### src/rtl/iram_loader_pkg.sv
// Shared definitions for the monitor-side i-RAM loader.
package iram_loader_pkg;

    // Default i-RAM word-address width; must track the fetch stage.
    localparam int IWIDTH_DEF = 12;

    typedef enum logic [2:0] {
        S_IDLE  = 3'd0,
        S_LOAD  = 3'd1,
        S_WRITE = 3'd2,
        S_RADR  = 3'd3,
        S_RDATA = 3'd4,
        S_RSEND = 3'd5,
        S_RUN   = 3'd6
    } state_t;

endpackage

### src/rtl/iram_loader_byte_packer.sv
// Packs up to four bytes into a little-endian 32-bit word.
// word is the merged value including the byte accepted this cycle, so it
// holds the complete word in the same cycle that word_rdy is high.
module iram_loader_byte_packer (
    input  logic        clk,
    input  logic        rst,
    input  logic        clear,
    input  logic        accept,
    input  logic [7:0]  byte_in,
    output logic        word_rdy,
    output logic [31:0] word
);

    logic [1:0]  bcnt;
    logic [31:0] word_q;
    logic [31:0] merged;

    // Drop the incoming byte into the lane selected by the byte counter
    always_comb begin
        merged = word_q;
        case (bcnt)
            2'd0: merged[7:0]   = byte_in;
            2'd1: merged[15:8]  = byte_in;
            2'd2: merged[23:16] = byte_in;
            2'd3: merged[31:24] = byte_in;
            default: merged = word_q;
        endcase
    end

    assign word     = merged;
    assign word_rdy = accept && (bcnt == 2'd3);

    // Lane counter and pack register; counter wraps to lane 0 after a full word
    always_ff @(posedge clk) begin
        if (rst || clear) begin
            bcnt   <= 2'd0;
            word_q <= 32'd0;
        end else if (accept) begin
            word_q <= merged;
            bcnt   <= bcnt + 2'd1;
        end
    end

endmodule

### src/rtl/iram_loader.sv
// Monitor-side i-RAM master: byte-stream load, word dump, CPU launch.
//
// state   | meaning
// --------+-----------------------------------------------------------
// S_IDLE  | waiting for ld_start / rd_start / run_req
// S_LOAD  | collecting bytes into the packer
// S_WRITE | one-cycle i-RAM write of the packed word
// S_RADR  | monitor read address presented to i-RAM
// S_RDATA | capture i-RAM read data into out_word
// S_RSEND | hold out_vld until the consumer takes the word
// S_RUN   | one-cycle pc_start pulse
module iram_loader
    import iram_loader_pkg::*;
#(
    parameter int IWIDTH = IWIDTH_DEF
) (
    input  logic              clk,
    input  logic              rst,
    input  logic              ld_start,
    input  logic [IWIDTH-1:0] ld_adr,
    input  logic [IWIDTH:0]   ld_len,
    input  logic [7:0]        byte_in,
    input  logic              byte_vld,
    input  logic              rd_start,
    input  logic [IWIDTH-1:0] rd_adr,
    input  logic [IWIDTH:0]   rd_len,
    output logic [31:0]       out_word,
    output logic              out_vld,
    input  logic              out_rdy,
    input  logic              run_req,
    input  logic [29:0]       run_adr,
    output logic [IWIDTH-1:0] i_ram_wadr,
    output logic [31:0]       i_ram_wdata,
    output logic              i_ram_wen,
    output logic [IWIDTH-1:0] i_ram_radr,
    input  logic [31:0]       i_ram_rdata,
    output logic              i_read_sel,
    output logic              pc_start,
    output logic [29:0]       start_adr,
    output logic              busy,
    output logic              done,
    output logic              byte_err
);

    localparam logic [IWIDTH:0]   CNT_ONE = (IWIDTH + 1)'(1);
    localparam logic [IWIDTH-1:0] ADR_ONE = IWIDTH'(1);

    state_t            state;
    logic [IWIDTH-1:0] adr;
    logic [IWIDTH:0]   wcnt;

    logic        pk_clear;
    logic        pk_accept;
    logic        pk_word_rdy;
    logic [31:0] pk_word;

    // A byte arriving in WRITE belongs to the next word, so it is accepted too
    assign pk_accept = byte_vld && ((state == S_LOAD) || (state == S_WRITE));
    assign pk_clear  = (state == S_IDLE) && ld_start;

    iram_loader_byte_packer u_packer (
        .clk      (clk),
        .rst      (rst),
        .clear    (pk_clear),
        .accept   (pk_accept),
        .byte_in  (byte_in),
        .word_rdy (pk_word_rdy),
        .word     (pk_word)
    );

    // Main sequencer with registered outputs
    always_ff @(posedge clk) begin
        if (rst) begin
            state       <= S_IDLE;
            adr         <= '0;
            wcnt        <= '0;
            out_word    <= 32'd0;
            out_vld     <= 1'b0;
            i_ram_wadr  <= '0;
            i_ram_wdata <= 32'd0;
            i_ram_wen   <= 1'b0;
            i_ram_radr  <= '0;
            i_read_sel  <= 1'b0;
            pc_start    <= 1'b0;
            start_adr   <= 30'd0;
            busy        <= 1'b0;
            done        <= 1'b0;
            byte_err    <= 1'b0;
        end else begin
            done      <= 1'b0;
            i_ram_wen <= 1'b0;
            pc_start  <= 1'b0;

            if (pk_clear) begin
                byte_err <= 1'b0;
            end else if (byte_vld && !pk_accept) begin
                byte_err <= 1'b1;
            end

            case (state)
                S_IDLE: begin
                    if (ld_start) begin
                        if (ld_len == '0) begin
                            done <= 1'b1;
                        end else begin
                            adr   <= ld_adr;
                            wcnt  <= ld_len;
                            busy  <= 1'b1;
                            state <= S_LOAD;
                        end
                    end else if (rd_start) begin
                        if (rd_len == '0) begin
                            done <= 1'b1;
                        end else begin
                            adr        <= rd_adr;
                            wcnt       <= rd_len;
                            i_ram_radr <= rd_adr;
                            i_read_sel <= 1'b1;
                            busy       <= 1'b1;
                            state      <= S_RADR;
                        end
                    end else if (run_req) begin
                        start_adr <= run_adr;
                        pc_start  <= 1'b1;
                        busy      <= 1'b1;
                        state     <= S_RUN;
                    end
                end

                S_LOAD: begin
                    if (pk_word_rdy) begin
                        i_ram_wen   <= 1'b1;
                        i_ram_wadr  <= adr;
                        i_ram_wdata <= pk_word;
                        state       <= S_WRITE;
                    end
                end

                S_WRITE: begin
                    adr  <= adr + ADR_ONE;
                    wcnt <= wcnt - CNT_ONE;
                    if (wcnt == CNT_ONE) begin
                        done  <= 1'b1;
                        busy  <= 1'b0;
                        state <= S_IDLE;
                    end else begin
                        state <= S_LOAD;
                    end
                end

                S_RADR: begin
                    state <= S_RDATA;
                end

                S_RDATA: begin
                    out_word <= i_ram_rdata;
                    out_vld  <= 1'b1;
                    state    <= S_RSEND;
                end

                S_RSEND: begin
                    if (out_rdy) begin
                        out_vld <= 1'b0;
                        adr     <= adr + ADR_ONE;
                        wcnt    <= wcnt - CNT_ONE;
                        if (wcnt == CNT_ONE) begin
                            i_read_sel <= 1'b0;
                            done       <= 1'b1;
                            busy       <= 1'b0;
                            state      <= S_IDLE;
                        end else begin
                            i_ram_radr <= adr + ADR_ONE;
                            state      <= S_RADR;
                        end
                    end
                end

                S_RUN: begin
                    done  <= 1'b1;
                    busy  <= 1'b0;
                    state <= S_IDLE;
                end

                default: begin
                    busy       <= 1'b0;
                    i_read_sel <= 1'b0;
                    out_vld    <= 1'b0;
                    state      <= S_IDLE;
                end
            endcase
        end
    end

endmodule

### config.mk
export PLATFORM = sky130hd
export DESIGN_NAME = iram_loader
export DESIGN_NICKNAME = d
export VERILOG_FILES = /design/src/rtl/iram_loader_pkg.sv /design/src/rtl/iram_loader_byte_packer.sv /design/src/rtl/iram_loader.sv
export SDC_FILE = /design/constraint.sdc
export NUM_CORES = 1
export LEC_CHECK = 0
export ABC_AREA = 1
export CORE_ASPECT_RATIO = 0.5
export CORE_MARGIN = 8
export CORE_UTILIZATION = 48
export CTS_CLUSTER_SIZE = 24
export DETAILED_ROUTE_END_ITERATION = 10
export PLACE_DENSITY_LB_ADDON = 0.05
export RECOVER_POWER = 25
export SLEW_MARGIN = 15
export SYNTH_ARGS = -nofsm -noshare
export SYNTH_HDL_FRONTEND = slang
export SYNTH_SLANG_ARGS = --single-unit
### constraint.sdc
create_clock -name clk -period 1.8 [get_ports clk]
set_clock_uncertainty 0.15 [all_clocks]
set_input_delay 0.27 -clock clk [delete_from_list [all_inputs] [get_ports clk]]
set_output_delay 0.27 -clock clk [all_outputs]
set_load 0.02 [all_outputs]
==> flow_summary_export.csv <==
group,metric,value,unit
global_route,grt_use_met1,0.294,
global_route,antenna_found_initial,0,
sta,setup_viol,0,
worst_setup_path,crit_chain,"nor2_4 -> nand2_4 -> nor2_4 -> nand3_4 -> nand3_4 -> nor2_4 -> buf_6 -> inv_8 -> nand2_1 -> a21oi_1",
worst_setup_path,worstSetupStartpointType,"flop",
worst_setup_path,crit_fanout,17,
sta,holdWs,291,ps
outcome,status,"complete, no violations",
cells_and_area,fin_nets,1641,
floorplan,rows,34,
yosys,synthTopCellsByCount,"nor2_1, o21ai_0, dfxtp_1",
cts,tritoncts.num_buffers,17,
cts,cts_root_buf,"clkbuf_16",
global_route,grt_max_degree,95,
placement,place_area,0.0116,mm²
detailed_routing,firstDrtPassIters,5,
worst_setup_path,worstPathRequired,2010,ps
worst_setup_path,crit_family,"simple AND/OR/NAND/NOR gates",
worst_setup_path,slowest_stage,"dfxtp_4",
placement,port_buffers,251,
cts,clk_latency,430,ps
sta,min_period,1800,ps
worst_setup_path,cpPeakStageDelay,360,ps
yosys,synth_edf_count,0,
placement,post-place-cells,1707,
yosys,avgSynthCellArea,6.97,µm²
cts,path_clk_slew,80,ps
yosys,syn_nets,1350,
pwr,total_power,17.2,mW
worst_setup_path,critPathKind,"reg2reg",
cells_and_area,synthToLayoutAreaGrowth,46.0,%
yosys,yosysWarnings,0,
yosys,netlist_area,0.00847,mm²
worst_setup_path,critPathBufInv,2,
global_route,use_met2,0.389,
worst_setup_path,cp_data_arrival_time,2010,ps
cts,clock_path_buffers,2,
yosys,synth_flop_cell,"dfxtp_1",
cells_and_area,fillers,1478,
floorplan,start_util,0.489,
detailed_routing,wl_per_cell,15.4,µm
detailed_routing,vias,8910,
floorplan,fp.dieArea,0.0224,mm²
detailed_routing,drt_iter0_markers,633,
job,timing.max_cap.violations,0,
sta,drv_slew,0,
cts,cts_tree,"yes",
global_route,busiest_layer,"met2",
global_route,gr-total-overflow,0,
cells_and_area,fin_cells,1753,
placement,detailed_place_hpwl,19700,µm
placement,gp_congestion,0.902,
sta,slew-limit-headroom,0.692,
cells_and_area,stdcell_area,0.0124,mm²
pwr,max-vdd-ir-drop,0.000855,V
cts,cts_hold_buf,0,
floorplan,die_x,204,µm
placement,dp_slack,-380,ps
pwr,leakagePower,5.41,nW
detailed_routing,drc,0,
floorplan,ios,252,
yosys,syn_inst,1216,
sta,rsz0062_at_grt,"true",
yosys,synth_top_area_frac,0.442,
worst_setup_path,crit_path_end_kind,"flop",
sta,hold_viol,0,
floorplan,core_area,0.0173,mm²
min_path,worstHoldPathType,"reg2reg",
pwr,power_per_cell_area,1390,mW/mm²
floorplan,die_y,110,µm
cts,clock-sinks,187,
global_route,grt_pass1_vias,8332,
global_route,grt.total_usage,0.229,
yosys,ys_types,33,
global_route,grt_first_pass_wirelength,42000,µm
detailed_routing,via_per_inst,5.08,
detailed_routing,wirelength,27100,µm
yosys,synth-async-reset-ratio,0,
sta,fin_ws,4.34,ps
global_route,grt_use_met3,0.0556,
cells_and_area,final_core_util,0.714,
sta,tns,0,ps
worst_setup_path,crit_top_cell,"nor2_4",
detailed_routing,drtAntennaViolNets,0,
yosys,seq_area_frac_synth,0.442,
yosys,yosysTopAreaCell,"dfxtp_1",
sta,period_share,0.998,
sta,worst_slew_pin_slew,457,ps
yosys,netlist_top_cells_area,"dfxtp_1, o21ai_0, nor2_1, nand2_1, a21oi_1",
yosys,yosysMostFrequentCell,"nor2_1",
cts,cts_max_level,4,
cells_and_area,diodes,0,
cells_and_area,drive_above_1_share,0.132,
yosys,ys_ff_latch,187,
sta,max_clock_freq,557,MHz
==> worst paths after layout <==
check | from | to | slack, ps | cells after the start
min reg2reg | i_ram_wdata[10] | i_ram_wdata[10] | 290 | 2
max | state[1] | wcnt[7] | 4 | 10
min | i_ram_wdata[10] | i_ram_wdata[10] | 290 | 2
max reg2reg | state[1] | wcnt[7] | 4 | 10
==> layout make-up <==
cell class / instances / area [µm²] / area share
inverters: 117 / 457 / 0.0369
well taps: 234 / 293 / 0.0237
flip-flops and latches: 187 / 3760 / 0.304
clock inverters: 14 / 179 / 0.0145
clock buffers: 17 / 425 / 0.0344
multi-input cells: 841 / 4050 / 0.327
repair buffers: 343 / 3200 / 0.259
==> logic make-up (layout without fill, tap and decap cells) <==
logic type | Yosys count | in the layout | synth area share
and+or+nand+nor | 477 | 477 | 0.232
AOI/OAI and AO/OA | 347 | 347 | 0.208
buffers and inverters | 188 | 491 | 0.0975
DFF | 187 | 187 | 0.442
xor gates and xnor gates | 9 | 9 | 0.00930
adders and majority gates | 7 | 7 | 0.0103
muxes | 1 | 1 | 0.00118
==> power by group <==
group | switching [mW] | total (mW) | internal, mW
logic | 4.51 | 7.80 | 3.30
registers | 0.537 | 5.60 | 5.07
clock network | 1.83 | 3.83 | 1.99
total | 6.88 | 17.2 | 10.4
==> state kept, by name (all words and copies together), names as in the netlist, 3 cells and up <==
signal	flops
adr	12
start_adr	30
i_ram_wadr	12
state	3
i_ram_radr	12
out_word	32
i_ram_wdata	32
wcnt	13
u_packer.word_q	32
==> layout by cell type (no fill, tap or decap), types with 23 or more instances in the layout <==
master | Yosys | final
a21oi_1 | 107 | 105
buf_4 | 0 | 72
clkdlybuf4s50_1 | 0 | 125
dfxtp_1 | 187 | 180
dlygate4sd2_1 | 0 | 111
inv_1 | 109 | 106
nand2_1 | 171 | 164
nand3_1 | 29 | 27
nor2_1 | 240 | 225
o21ai_0 | 212 | 206
o21ai_1 | 18 | 23
==> worst min-delay path, delay by kind of cell, from the launching register on <==
kind	cells	cell delay, ps
flip-flops	1	310
AO/OA/AOI/OAI	1	50
buffers and inverters	1	40
==> routing by layer <==
metal	vias up	routed length, µm
li1	4497	-
met3	28	1890
met5	-	0
met2	328	12400
met1	4057	12500
met4	0	286
==> what timing repair did <==
action,4_1_cts,5_1_grt
gates cloned,0,3
setup endpoints to repair,139,89
pin swaps,1,13
resized for setup,119,79
buffers inserted,2,10
No activity file was read; power rests on OpenSTA's default activity.
